--- src/rtl/bankswitch_pkg.sv ---
// Shared constants for the cartridge bank-switch detector: scheme codes,
// signature patterns, image sizes and the scheme resolution rule.
package bankswitch_pkg;

  localparam logic [3:0] SCH_2K      = 4'd0;
  localparam logic [3:0] SCH_4K      = 4'd1;
  localparam logic [3:0] SCH_F8      = 4'd2;
  localparam logic [3:0] SCH_F6      = 4'd3;
  localparam logic [3:0] SCH_F4      = 4'd4;
  localparam logic [3:0] SCH_E0      = 4'd5;
  localparam logic [3:0] SCH_3F      = 4'd6;
  localparam logic [3:0] SCH_FE      = 4'd7;
  localparam logic [3:0] SCH_E7      = 4'd8;
  localparam logic [3:0] SCH_UNKNOWN = 4'd15;

  localparam int unsigned SIG_E0_LEN = 3;
  localparam int unsigned SIG_3F_LEN = 2;
  localparam int unsigned SIG_FE_LEN = 5;
  localparam int unsigned SIG_E7_LEN = 3;

  localparam logic [8*SIG_E0_LEN-1:0] SIG_E0 = 24'h8DE01F;
  localparam logic [8*SIG_3F_LEN-1:0] SIG_3F = 16'h853F;
  localparam logic [8*SIG_FE_LEN-1:0] SIG_FE = 40'h2000D0C6C5;
  localparam logic [8*SIG_E7_LEN-1:0] SIG_E7 = 24'hADE5FF;

  localparam logic [15:0] SIZE_2K   = 16'd2048;
  localparam logic [15:0] SIZE_4K   = 16'd4096;
  localparam logic [15:0] SIZE_8K   = 16'd8192;
  localparam logic [15:0] SIZE_16K  = 16'd16384;
  localparam logic [15:0] SIZE_32K  = 16'd32768;
  localparam logic [15:0] SIZE_MAX  = 16'hFFFF;
  localparam logic [15:0] SC_WINDOW = 16'd256;

  // Priority-ordered scheme choice from final image size and matcher hits.
  function automatic logic [3:0] resolve_scheme(input logic [15:0] size,
                                                input logic e0, input logic p3f,
                                                input logic fe, input logic e7);
    logic [3:0] sch;
    if (size == SIZE_2K)       sch = SCH_2K;
    else if (size == SIZE_4K)  sch = SCH_4K;
    else if (size == SIZE_8K)  sch = e0 ? SCH_E0 : p3f ? SCH_3F : fe ? SCH_FE : SCH_F8;
    else if (size == SIZE_16K) sch = e7 ? SCH_E7 : SCH_F6;
    else if (size == SIZE_32K) sch = SCH_F4;
    else                       sch = p3f ? SCH_3F : SCH_UNKNOWN;
    return sch;
  endfunction

endpackage

--- src/rtl/sig_matcher.sv ---
// Counts occurrences of a fixed byte signature in a byte stream and flags
// once the count reaches NEED.
module sig_matcher #(
  parameter int unsigned NUM_BYTES = 3,
  parameter logic [8*NUM_BYTES-1:0] PATTERN = '0,
  parameter int unsigned NEED = 1
) (
  input  logic       clk,
  input  logic       reset,
  input  logic       clear,
  input  logic       ena,
  input  logic [7:0] data,
  output logic       hit
);

  localparam int unsigned W      = 8 * NUM_BYTES;
  localparam int unsigned FILL_W = $clog2(NUM_BYTES + 1);

  logic [W-1:0]      window;
  logic [W-1:0]      shifted_c;
  logic [FILL_W-1:0] fill;
  logic [7:0]        count;
  logic [7:0]        count_next_c;
  logic              match_c;

  // Compare against the window including the current byte so a match on the
  // final beat is counted in the same cycle.
  always_comb begin
    shifted_c    = {window[W-9:0], data};
    match_c      = ena && (fill >= FILL_W'(NUM_BYTES - 1)) && (shifted_c == PATTERN);
    count_next_c = count;
    if (match_c && (count != 8'hFF)) count_next_c = count + 8'd1;
  end

  always_ff @(posedge clk) begin
    if (reset || clear) begin
      window <= '0;
      fill   <= '0;
      count  <= '0;
      hit    <= 1'b0;
    end else if (ena) begin
      window <= shifted_c;
      if (fill != FILL_W'(NUM_BYTES)) fill <= fill + FILL_W'(1);
      count  <= count_next_c;
      hit    <= (count_next_c >= 8'(NEED));
    end
  end

endmodule

--- src/rtl/bankswitch_detect.sv ---
// Cartridge-load controller: sequences a ROM image load, tracks size and the
// Superchip RAM window, and resolves the bank-switching scheme at the end.
module bankswitch_detect
  import bankswitch_pkg::*;
#(
  parameter int unsigned E0_NEED  = 1,
  parameter int unsigned P3F_NEED = 2,
  parameter int unsigned FE_NEED  = 1,
  parameter int unsigned E7_NEED  = 1
) (
  input  logic        clk,
  input  logic        reset,
  input  logic        load_start,
  input  logic        ena,
  input  logic [7:0]  data,
  input  logic        load_done,
  output logic        busy,
  output logic [3:0]  scheme,
  output logic        superchip,
  output logic        scheme_valid,
  output logic [15:0] rom_size
);

  typedef enum logic [1:0] {IDLE, LOADING, RESOLVE, DONE} state_t;

  state_t     state;
  logic       accept_c;
  logic       hit_e0, hit_3f, hit_fe, hit_e7;
  logic [7:0] sc_ref;
  logic       sc_ok;
  logic [3:0] scheme_c;
  logic       superchip_c;

  // A byte is taken only while loading, and never in a restart cycle.
  always_comb begin
    accept_c    = (state == LOADING) && ena && !load_start;
    scheme_c    = resolve_scheme(rom_size, hit_e0, hit_3f, hit_fe, hit_e7);
    superchip_c = sc_ok && (rom_size >= SC_WINDOW) &&
                  ((scheme_c == SCH_F8) || (scheme_c == SCH_F6) || (scheme_c == SCH_F4));
  end

  sig_matcher #(.NUM_BYTES(SIG_E0_LEN), .PATTERN(SIG_E0), .NEED(E0_NEED)) u_match_e0 (
    .clk(clk), .reset(reset), .clear(load_start), .ena(accept_c), .data(data), .hit(hit_e0)
  );

  sig_matcher #(.NUM_BYTES(SIG_3F_LEN), .PATTERN(SIG_3F), .NEED(P3F_NEED)) u_match_3f (
    .clk(clk), .reset(reset), .clear(load_start), .ena(accept_c), .data(data), .hit(hit_3f)
  );

  sig_matcher #(.NUM_BYTES(SIG_FE_LEN), .PATTERN(SIG_FE), .NEED(FE_NEED)) u_match_fe (
    .clk(clk), .reset(reset), .clear(load_start), .ena(accept_c), .data(data), .hit(hit_fe)
  );

  sig_matcher #(.NUM_BYTES(SIG_E7_LEN), .PATTERN(SIG_E7), .NEED(E7_NEED)) u_match_e7 (
    .clk(clk), .reset(reset), .clear(load_start), .ena(accept_c), .data(data), .hit(hit_e7)
  );

  always_ff @(posedge clk) begin
    if (reset) begin
      state        <= IDLE;
      busy         <= 1'b0;
      scheme       <= SCH_UNKNOWN;
      superchip    <= 1'b0;
      scheme_valid <= 1'b0;
      rom_size     <= '0;
      sc_ref       <= '0;
      sc_ok        <= 1'b0;
    end else if (load_start) begin
      state        <= LOADING;
      busy         <= 1'b1;
      scheme_valid <= 1'b0;
      rom_size     <= '0;
      sc_ref       <= '0;
      sc_ok        <= 1'b0;
    end else begin
      if (accept_c) begin
        if (rom_size != SIZE_MAX) rom_size <= rom_size + 16'd1;
        // Byte 0 is the reference; bytes 1..255 must all repeat it.
        if (rom_size == 16'd0) begin
          sc_ref <= data;
          sc_ok  <= 1'b1;
        end else if ((rom_size < SC_WINDOW) && (data != sc_ref)) begin
          sc_ok <= 1'b0;
        end
      end
      case (state)
        LOADING: if (load_done) state <= RESOLVE;
        RESOLVE: begin
          state        <= DONE;
          busy         <= 1'b0;
          scheme       <= scheme_c;
          superchip    <= superchip_c;
          scheme_valid <= 1'b1;
        end
        default: ;
      endcase
    end
  end

endmodule

--- config.mk ---
export PLATFORM = sky130hd
export DESIGN_NAME = bankswitch_detect
export DESIGN_NICKNAME = d
export VERILOG_FILES = /design/src/rtl/bankswitch_pkg.sv /design/src/rtl/sig_matcher.sv /design/src/rtl/bankswitch_detect.sv
export SDC_FILE = /design/constraint.sdc
export NUM_CORES = 1
export LEC_CHECK = 0
export ABC_CLOCK_PERIOD_IN_PS = 4590
export BUFFER_PORTS_ARGS = -buffer_cell sky130_fd_sc_hd__buf_2
export CORE_ASPECT_RATIO = 1.2
export CORE_MARGIN = 2
export CORE_UTILIZATION = 60
export DETAILED_ROUTE_END_ITERATION = 8
export GPL_ROUTABILITY_DRIVEN = 0
export MAX_ROUTING_LAYER = met4
export PLACE_DENSITY = 0.87
export SYNTH_ARGS = -nofsm -noshare
export SYNTH_HDL_FRONTEND = slang
export SYNTH_SLANG_ARGS = --single-unit
--- constraint.sdc ---
create_clock -name clk -period 4.59 [get_ports clk]
set_clock_uncertainty 0.1 [all_clocks]
set_input_delay 0.918 -clock clk [delete_from_list [all_inputs] [get_ports clk]]
set_output_delay 0.918 -clock clk [all_outputs]
set_load 0.005 [all_outputs]
# Word level (Yosys, flattened, before mapping)
# Cells that the tools add are included.
totals:
  out_inout_bits: 23
  latch_bits: 0
  input_bits: 13
  wordCells: 129
  regBits: 151
  mem_count: 0
  mem_bits_rw: 0
  mem_bits_ro: 0
op_classes:
  order_cmp: 10
  eq_ne: 26
  shift: 0
  multipliers: 0
  div_mod_pow: 0
  n_reduce_logical: 37
  n_bitwise: 1
  add_sub_neg: 9
  muxes: 21
ops:
  columns: ["operator", "count"]
  rows:
  - ["== test 24 bit (second input constant)", 2]
  - ["== test 40 x 38 -> 1 bit (second input constant)", 1]
  - ["adder 8 x 1 -> 8 bit (second input constant)", 4]
  - ["== test 16 bit (second input constant)", 2]
  - ["2-to-1 mux 8 bit", 4]
  - ["inequality test 8 bit (second input constant)", 4]
  - ["2-to-1 mux 4 bit", 7]
  - [">= comparator 8 x 1 -> 1 bit (second input constant)", 3]
  - ["AND reduction 2 bit", 10]
  - ["logical AND 1 bit", 17]
  - ["adder 16 x 1 -> 16 bit (second input constant)", 1]
  - ["== test 16 x 12 -> 1 bit (second input constant)", 1]
  - ["== test 16 x 13 -> 1 bit (second input constant)", 1]
  - ["== test 16 x 14 -> 1 bit (second input constant)", 1]
  - ["== test 16 x 15 -> 1 bit (second input constant)", 1]
  - [">= comparator 16 x 9 -> 1 bit (second input constant)", 1]
  - ["zero test 16 bit", 1]
  - ["less-than comparator 16 x 9 -> 1 bit (second input constant)", 1]
  - ["inequality test 16 bit (second input constant)", 1]
  - ["2-to-1 mux 3 bit", 3]
  - ["== test 4 x 2 -> 1 bit (second input constant)", 2]
  - [">= comparator 8 x 2 -> 1 bit (second input constant)", 1]
  - ["inequality test 2 bit (second input constant)", 4]
  - ["inequality test 8 bit", 1]
  - ["18 further kinds", 30]

# Logic depth before layout (Yosys ltp)
# Gate-level depths: netlist (run 1).
depth:
  word_depth: 10
  ltp_mapped: 8
  ltp_nobuf: 8

# Hierarchy
# Synthesis (run 1) repeated with hierarchy kept, for this count alone.
unflattened:
  hier_cells: 798
  hier_area_um2: 7389.6
modules_own_cells:
  columns: ["module", "cells_each", "instances", "seq_area_each_um2", "area_each_um2"]
  rows:
  - ["sig_matcher (u_match_fe)", 196, 1, 880.8, 1945.6]
  - ["bankswitch_detect", 228, 1, 680.7, 1904.3]
  - ["sig_matcher (u_match_e7)", 134, 1, 540.5, 1267.5]
  - ["sig_matcher (u_match_e0)", 127, 1, 540.5, 1252.5]
  - ["sig_matcher (u_match_3f)", 113, 1, 380.4, 1019.7]

# Worst setup path after synthesis (run 1)
# Ideal clock, no wire load.
synth_path:
  path_type: "input to register"
  start: "in load_start"
  end: "reg u_match_e0.hit"
  required_ps: 4353
  path_stages: 8
  path_slack_ps: 1632
  setup_time_ps: 137
  path_buffers: 2
  t_arrival_ps: 2721
  path_cell_list: "nand4bb_1 > or4_1 > buf_4 > nor4_4 > buf_4 > o311ai_1 > a221oi_2 > a221oi_2"
synth_between:
  elab_chain_len: 7
  word_cells_on_any_way: 8
  cone_classes: "order compare (1); mux (1); reduce/logical (6)"
synth_rtl:
  columns: ["element", "line", "text"]
  rows:
  - ["from (decl)", "bankswitch_detect.sv:13", "input logic load_start,"]
  - ["zero test 1 bit", "bankswitch_detect.sv:36", "accept_c = (state == LOADING) && ena && !load_start;"]
  - ["logical AND 1 bit", "bankswitch_detect.sv:36", null]
  - ["logical AND 1 bit (2 in a row)", "sig_matcher.sv:30", "match_c = ena && (fill >= FILL_W'(NUM_BYTES - 1)) && (shifted_c == PATTERN);"]
  - ["logical AND 1 bit", "sig_matcher.sv:32", "if (match_c && (count != 8'hFF)) count_next_c = count + 8'd1;"]
  - ["2-to-1 mux 8 bit", "sig_matcher.sv:32", null]
  - [">= comparator 8 x 1 -> 1 bit", "sig_matcher.sv:45", "hit <= (count_next_c >= 8'(NEED));"]
  - ["to (signal assigned)", "sig_matcher.sv:45", null]
  - ["to (decl)", "sig_matcher.sv:13", "output logic hit"]
# Parallel ways exist; a longest one is shown, timed or not.
# A chain may end at the register's enable or synchronous reset.

# Worst setup path in the final report (run 1)
# Same ends and word-level chain as after synthesis.

==> results of run 1 <==
cells in the final DEF (no fill, tap or decap), types with 5 or more instances in the layout:
| cell type | count |
|---|---|
| mux2i_1 | 15 |
| and3_1 | 15 |
| or3_1 | 7 |
| nand3_1 | 26 |
| clkbuf_8 | 10 |
| inv_1 | 14 |
| nor2_1 | 86 |
| nand2_1 | 106 |
| ha_1 | 14 |
| nand4_1 | 15 |
| nor3_1 | 15 |
| nand2b_1 | 8 |
| buf_2 | 35 |
| nor4_1 | 13 |
| xnor2_1 | 16 |
| dfxtp_1 | 111 |
| o21ai_0 | 12 |
| and4_1 | 6 |
| nor4b_1 | 5 |
| a21oi_1 | 57 |
| xor2_1 | 39 |
flip-flops by register name (all words and copies together), names as in the netlist, 2 cells and up:
name               cells
rom_size              16
u_match_e0.count       8
u_match_e0.fill        2
u_match_fe.window     17
u_match_3f.count       8
u_match_e7.fill        2
u_match_3f.fill        2
state                  2
u_match_e7.count       8
scheme                 4
sc_ref                 8
u_match_e7.window     15
u_match_fe.count       8
u_match_fe.fill        3
metrics by stage:
| stage | setup WS, ps | instances |
|---|---|---|
| after floorplan | 1632 | 675 |
| after detailed placement | 860.8 | 799 |
| after global routing | 1096 | 815 |
| after global placement | 915.3 | 799 |
| final | 1241 | 815 |
| after CTS | 1258 | 815 |
cell type report:
cell class	count	share of cell area, %
clock inverter	6	0.7420
sequential	111	37.65
tap	120	2.544
multi-input combinational	515	52.36
inverter	14	0.8904
timing repair buffer	39	3.477
clock buffer	10	2.332
final timing paths:
kind	startpoint	endpoint	slack, ps	cells after the start
setup / recovery	load_start	u_match_e0.hit	1240	7
hold / removal	scheme_valid	scheme_valid	350	2
setup reg to reg	state[1]	u_match_e0.hit	1560	6
hold reg to reg	scheme_valid	scheme_valid	350	2
power groups by stage:
| stage | registers [uW] | logic, uW | clock network [uW] |
|---|---|---|---|
| 3_3_place_gp | 994 | 62.2 | 0 |
| 3_5_place_dp | 995 | 64.7 | 0 |
| 5_1_grt | 973 | 71.9 | 582 |
| 4_1_cts | 972 | 64.9 | 554 |
| 2_1_floorplan | 993 | 41.2 | 0 |
| 6_report | 972 | 65.2 | 546 |
critical path, cell delays in order:
cell and delay [ps]:
buf_2 140, nand4bb_2 280, or4_1 740, nor4_4 660, nand4_1 250, mux2_4 350
a221oi_2 210
layer usage:
metal	track usage [%]	up-vias	share of wire [%]
li1	-	2373	-
met1	28.10	2242	41
met2	44.07	147	51
met3	4.699	33	4.9
met4	11.47	0	2.9
met5	-	-	0
kinds of logic after synthesis:
family | count (synthesis) | synth area share, %
XOR/XNOR | 55 | 8.780
AO/OA/AOI/OAI | 99 | 10.99
multiplexers | 17 | 3.215
adder cells (fa/ha/maj) | 14 | 3.193
flip-flops | 111 | 40.50
buffers and inverters | 49 | 3.535
AND/OR/NAND/NOR | 330 | 29.78
==> impl_results.md, run 1 <==
* Hold crit path type: flop to flop
* Number of I/O port buffers at 35
* Clock sink total at 111
* Routed Antenna Nets at 0
* Register area share after synthesis at 40.50%
* Primary FF master, synth: dfxtp_1
* Share of layout cells above drive strength 1 at 9.784%
* Post-CTS Hold Buffers at 0
* Mapped Area at 0.005487 mm2
* Tmin final at 3349 ps
* Fmax at 298.6 MHz
* Antenna Diode Count at 0
* Worst-Skew Late Latency at 380 ps
* Critical Path RT at 4790 ps
* Total Power at 1583 uW
* Final Net Count at 717
* Area occupied by multi-input gates at 0.003090 mm2
* DPL Wire Length at 8257 um
* Post-route cell area at 0.005902 mm2
* Vias in the first global route at 4,505
* Cell Area, Placed at 0.005720 mm2
* Final setup fails at 0
* Core Util, Final at 65.68%
* Switch Pwr at 382.6 uW
* Top-area cell type share of the netlist area at 40.50%
* Chip width at 91.30 um
* #FFs+latches synth at 111
* Sequential Power Share at 61.4%
* Final-layout fill cell count at 720
* Syn nets at 702
* Vias/cell at 5.883
* Worst hold margin at 354.7 ps
* CTS tree: built
* Initial Util at 61.06%
* Die area at 0.009928 mm2
* Rows at 38
* Largest net degree at the start of global routing at 101
* Combinational power share at 4.1%
* H-Tree Level Count at 3
* Core area at 0.008986 mm2
* Synth top area cells: dfxtp_1 41%, nand2_1 7.3%, xor2_1 6.2%
* Slew @ Worst Pin at 1023 ps
* Register area at 0.002222 mm2
* Final period util at 72.97%
* Root Buffer: clkbuf_8
* Total Routed Length at 11,980 um
* Clock Power Share at 34.5%
* RSZ-0062 raised after global routing: false
* Area growth from synthesis to layout at 7.571%
* Final max-slew violation count at 0
* Max Cap Violations at 0
* Max clock buf depth at 2
* Clk slew on worst S/H paths at 100 ps
* I/O pin count at 36
* Setup repair bufs after CTS at 0
* Via Count at 4,795
* WL/cell at 14.70 um
* Leakage at 0.002066 uW
* Avg Cell Area, Syn at 8.128 um2
* Pwr Density at 268.3 mW/mm2
* Worst setup SP type: input pin
* Most frequent cell after synthesis: dfxtp_1
* Crit end category: flop
* Distinct cells, synth at 58
* Synth area leader: dfxtp_1
* Outcome: finished, final reports clean
* Gr usage total at 25.19%
* Relative slew margins at 31.80%
* CP max FO at 12
* Overflow after GRT at 0
* Max VDD drop at 129.2 uV
* First drt pass iteration count at 8
* EDFF count, synth at 0
* Cell count after synthesis at 675
* Critical Path AT at 3550 ps
* Fraction of registers with async set/reset at 0%
* YS warnings at 0
* Post-CTS sizing at 0
* Residual DRC count at 0
* Initial antenna violation count at 0
* Cell Int Power at 1201 uW
* Final hold vios at 0
* Type of the worst setup path: input pin to flop
* Sw frac at 24.16%
* CTS Buf Count at 9
* Initial DRC count at 316
* Die height at 108.8 um
* Synth top cells by count: 111 x dfxtp_1, 106 x nand2_1, 86 x nor2_1
* First-pass GRT wire length at 19,910 um
* Setup TNS at 0 ps
Power figures use the tool's default switching activity.
==> run 2: changes to the inputs <==
--- a/config.mk
+++ b/config.mk
@@ -5,15 +5,16 @@
 export SDC_FILE = /design/constraint.sdc
 export NUM_CORES = 1
 export LEC_CHECK = 0
-export ABC_CLOCK_PERIOD_IN_PS = 4590
+export ABC_AREA = 1
+export ABC_CLOCK_PERIOD_IN_PS = 2900
 export BUFFER_PORTS_ARGS = -buffer_cell sky130_fd_sc_hd__buf_2
 export CORE_ASPECT_RATIO = 1.2
 export CORE_MARGIN = 2
-export CORE_UTILIZATION = 60
+export CORE_UTILIZATION = 55
 export DETAILED_ROUTE_END_ITERATION = 8
 export GPL_ROUTABILITY_DRIVEN = 0
 export MAX_ROUTING_LAYER = met4
-export PLACE_DENSITY = 0.87
+export PLACE_DENSITY = 0.84
 export SYNTH_ARGS = -nofsm -noshare
 export SYNTH_HDL_FRONTEND = slang
 export SYNTH_SLANG_ARGS = --single-unit
==> constraint.sdc (replaced) <==
create_clock -name clk -period 2.9 [get_ports clk]
set_clock_uncertainty 0.1 [all_clocks]
set_input_delay 0.58 -clock clk [delete_from_list [all_inputs] [get_ports clk]]
set_output_delay 0.58 -clock clk [all_outputs]
set_load 0.005 [all_outputs]
==> impl_results.md, run 2 <==
* Outcome: finished, final reports clean (unchanged)
* Final-layout fill cell count at 994 (was 720)
* Relative slew margins at 66.96% (was 31.80%)
* Core area at 0.01047 mm2 (was 0.008986 mm2)
* RSZ-0062 raised after global routing: false (unchanged)
* CTS Buf Count at 9 (unchanged)
* Crit end category: flop (unchanged)
* Residual DRC count at 0 (unchanged)
* Routed Antenna Nets at 0 (unchanged)
* Leakage at 0.002545 uW (was 0.002066 uW)
* Setup TNS at 0 ps (unchanged)
* Final max-slew violation count at 0 (unchanged)
* Distinct cells, synth at 34 (was 58)
* EDFF count, synth at 0 (unchanged)
* Synth area leader: dfxtp_1 (unchanged)
* Via Count at 5,585 (was 4,795)
* Post-route cell area at 0.006446 mm2 (was 0.005902 mm2)
* Max reg flops at 17 (unchanged)
* Fraction of registers with async set/reset at 0% (unchanged)
* Vias in the first global route at 5,040 (was 4,505)
* Setup repair bufs after CTS at 0 (unchanged)
* Final period util at 76.96%
* Chip width at 98.55 um (was 91.30 um)
* Total Routed Length at 12,910 um (was 11,980 um)
* Share of layout cells above drive strength 1 at 9.101% (was 9.784%)
* Final hold vios at 0 (unchanged)
* Max Cap Violations at 0 (unchanged)
* Max VDD drop at 350.2 uV (was 129.2 uV)
* Initial DRC count at 310 (was 316)
* Antenna Diode Count at 0 (unchanged)
* Mapped Area at 0.005899 mm2 (was 0.005487 mm2)
* Most flops, register: u_match_fe.window (unchanged)
* Hold crit path type: flop to flop (unchanged)
* Slew @ Worst Pin at 494.5 ps (was 1023 ps)
* Clock sink total at 111 (unchanged)
* I/O pin count at 36 (unchanged)
* Worst-Skew Late Latency at 350 ps (was 380 ps)
* Critical Path AT at 2380 ps (was 3550 ps)
* Initial antenna violation count at 0 (unchanged)
* Most frequent cells in the layout: 154 x nand2_1, 131 x nor2_1, 129 x inv_1 (was 111 x dfxtp_1, 106 x nand2_1, 86 x nor2_1)
* CP max FO at 11 (was 12)
* Clk slew on worst S/H paths at 70 ps (was 100 ps)
* Number of I/O port buffers at 35 (unchanged)
* WL/cell at 12.27 um (was 14.70 um)
* First drt pass iteration count at 5 (was 8)
* Overflow after GRT at 0 (unchanged)
* Dpl cells at 1,036 (was 799)
* Cell Area, Placed at 0.006166 mm2 (was 0.005720 mm2)
* First-pass GRT wire length at 21,980 um (was 19,910 um)
* Tmin final at 2232 ps
* Die area at 0.01157 mm2 (was 0.009928 mm2)
* Largest registers: u_match_fe.window x17, rom_size x16, u_match_e7.window x15 (unchanged)
* Commonest non-fill, non-tap cell in the layout: nand2_1 (was dfxtp_1)
* Vias/cell at 5.309 (was 5.883)
* Synth top area cells: dfxtp_1 38%, nand2_1 9.8%, nor2_1 8.4% (was dfxtp_1 41%, nand2_1 7.3%, xor2_1 6.2%)
* CTS tree: built (unchanged)
* Final Net Count at 945 (was 717)
* Area growth from synthesis to layout at 9.268% (was 7.571%)
* Gr usage total at 23.39% (was 25.19%)
* Largest net degree at the start of global routing at 39 (was 101)
* Synth top cells by count: 154 x nand2_1, 132 x nor2_1, 129 x inv_1 (was 111 x dfxtp_1, 106 x nand2_1, 86 x nor2_1)
* DPL Wire Length at 9483 um (was 8257 um)
* Post-CTS sizing at 0 (unchanged)
* Initial Util at 56.37% (was 61.06%)
* Rows at 41 (was 38)
* Worst setup SP type: flop (was input pin)
* Post-CTS Hold Buffers at 0 (unchanged)
* Register area share after synthesis at 37.67% (was 40.50%)
* Avg Cell Area, Syn at 6.621 um2 (was 8.128 um2)
* Type of the worst setup path: flop to flop (was input pin to flop)
* Primary FF master, synth: dfxtp_1 (unchanged)
* Root Buffer: clkbuf_16 (was clkbuf_8)
* Die height at 117.5 um (was 108.8 um)
* Fmax at 448.1 MHz
* Syn nets at 918 (was 702)
* Final setup fails at 0 (unchanged)
* #FFs+latches synth at 111 (unchanged)
* Critical Path RT at 3050 ps (was 4790 ps)
* Most frequent cell after synthesis: nand2_1 (was dfxtp_1)
* Max clock buf depth at 2 (unchanged)
* Post-route insts no fill at 1,052 (was 815)
* H-Tree Level Count at 3 (unchanged)
* Pwr Density at 447.1 mW/mm2 (was 268.3 mW/mm2)
* YS warnings at 0 (unchanged)
* Cell count after synthesis at 891 (was 675)
* Top-area cell type share of the netlist area at 37.67% (was 40.50%)
==> run 2: cell count changes in the layout (fill, tap and decap cells not counted), moves of 10 or more <==
| cell | change |
|---|---|
| and3_1 | -14 |
| mux2i_1 | -15 |
| nand4_1 | +12 |
| nor3_1 | +18 |
| a21oi_1 | +15 |
| o21ai_0 | +59 |
| xor2_1 | -31 |
| nand3_1 | +23 |
| clkbuf_8 | -10 |
| nand2_1 | +48 |
| nor4_1 | -12 |
| o21ai_1 | +14 |
| nor2_1 | +45 |
| inv_1 | +115 |
==> run 2: per-stage QoR <==
stage                     total power, uW  setup WS (ps)  hold slack (ps)  utilization (%)
final                                2882          668.2            351.6            61.60
after global routing                 2993          345.4            363.5            61.60
after CTS                            2909          702.4            354.9            61.60
after detailed placement             1738          323.9            339.1            58.92
after global placement               1736          418.3            333.2            58.92
after floorplan                      1689          901.0            337.1                -
==> run 2: cells by family (layout without fill, tap and decap cells) <==
family	count (synthesis)	after routing	synth area share, %
buf+inv	164	196	10.92
fa+ha+maj	14	14	2.969
simple gates	415	415	30.88
flops	111	111	37.67
xor+xnor	22	22	3.266
compound gates	165	165	14.29
==> run 2: cell type report <==
class | instances | area, um2 | area share (%)
Timing Repair Buffer | 41 | 220.2 | 3.416
Tap cell | 129 | 161.4 | 2.504
Clock inverter | 7 | 55.05 | 0.8540
Inverter | 139 | 521.8 | 8.094
Multi-Input combinational cell | 616 | 3040 | 47.17
Sequential cell | 111 | 2222 | 34.47
Clock buffer | 9 | 225.2 | 3.494
==> run 2: worst paths after layout <==
kind,start,end,slack (ps),depth (start not counted)
min,scheme_valid,scheme_valid,350,2
min reg2reg,scheme_valid,scheme_valid,350,2
max,u_match_e7.window[10],u_match_e7.hit,670,11
max reg2reg,u_match_e7.window[10],u_match_e7.hit,670,11
==> run 2: report_power, final <==
group	internal [uW]	total (uW)	switching (uW)	leakage, uW
clock	595	1180	583	0.000139
combinational	45.7	151	105	0.00151
sequential	1540	1550	14.1	0.000896
==> run 2: metal layers <==
| metal | part of all wire, % | global-route usage [%] |
|---|---|---|
| met1 | 44 | 28.87 |
| met2 | 49 | 38.35 |
| met3 | 4.7 | 3.919 |
| met4 | 2.0 | 8.818 |
| met5 | 0 | - |
==> run 2: critical path: stages, from the launching register on <==
cell and delay, ps:
dfxtp_1 440, nand2_1 80, nor3_1 190, nand2_1 130, nor3_2 210, nand3_1 340, inv_1 220, nand2_1 70
o21ai_0 100, nand3_1 100, nor2_1 110, nor2_1 40
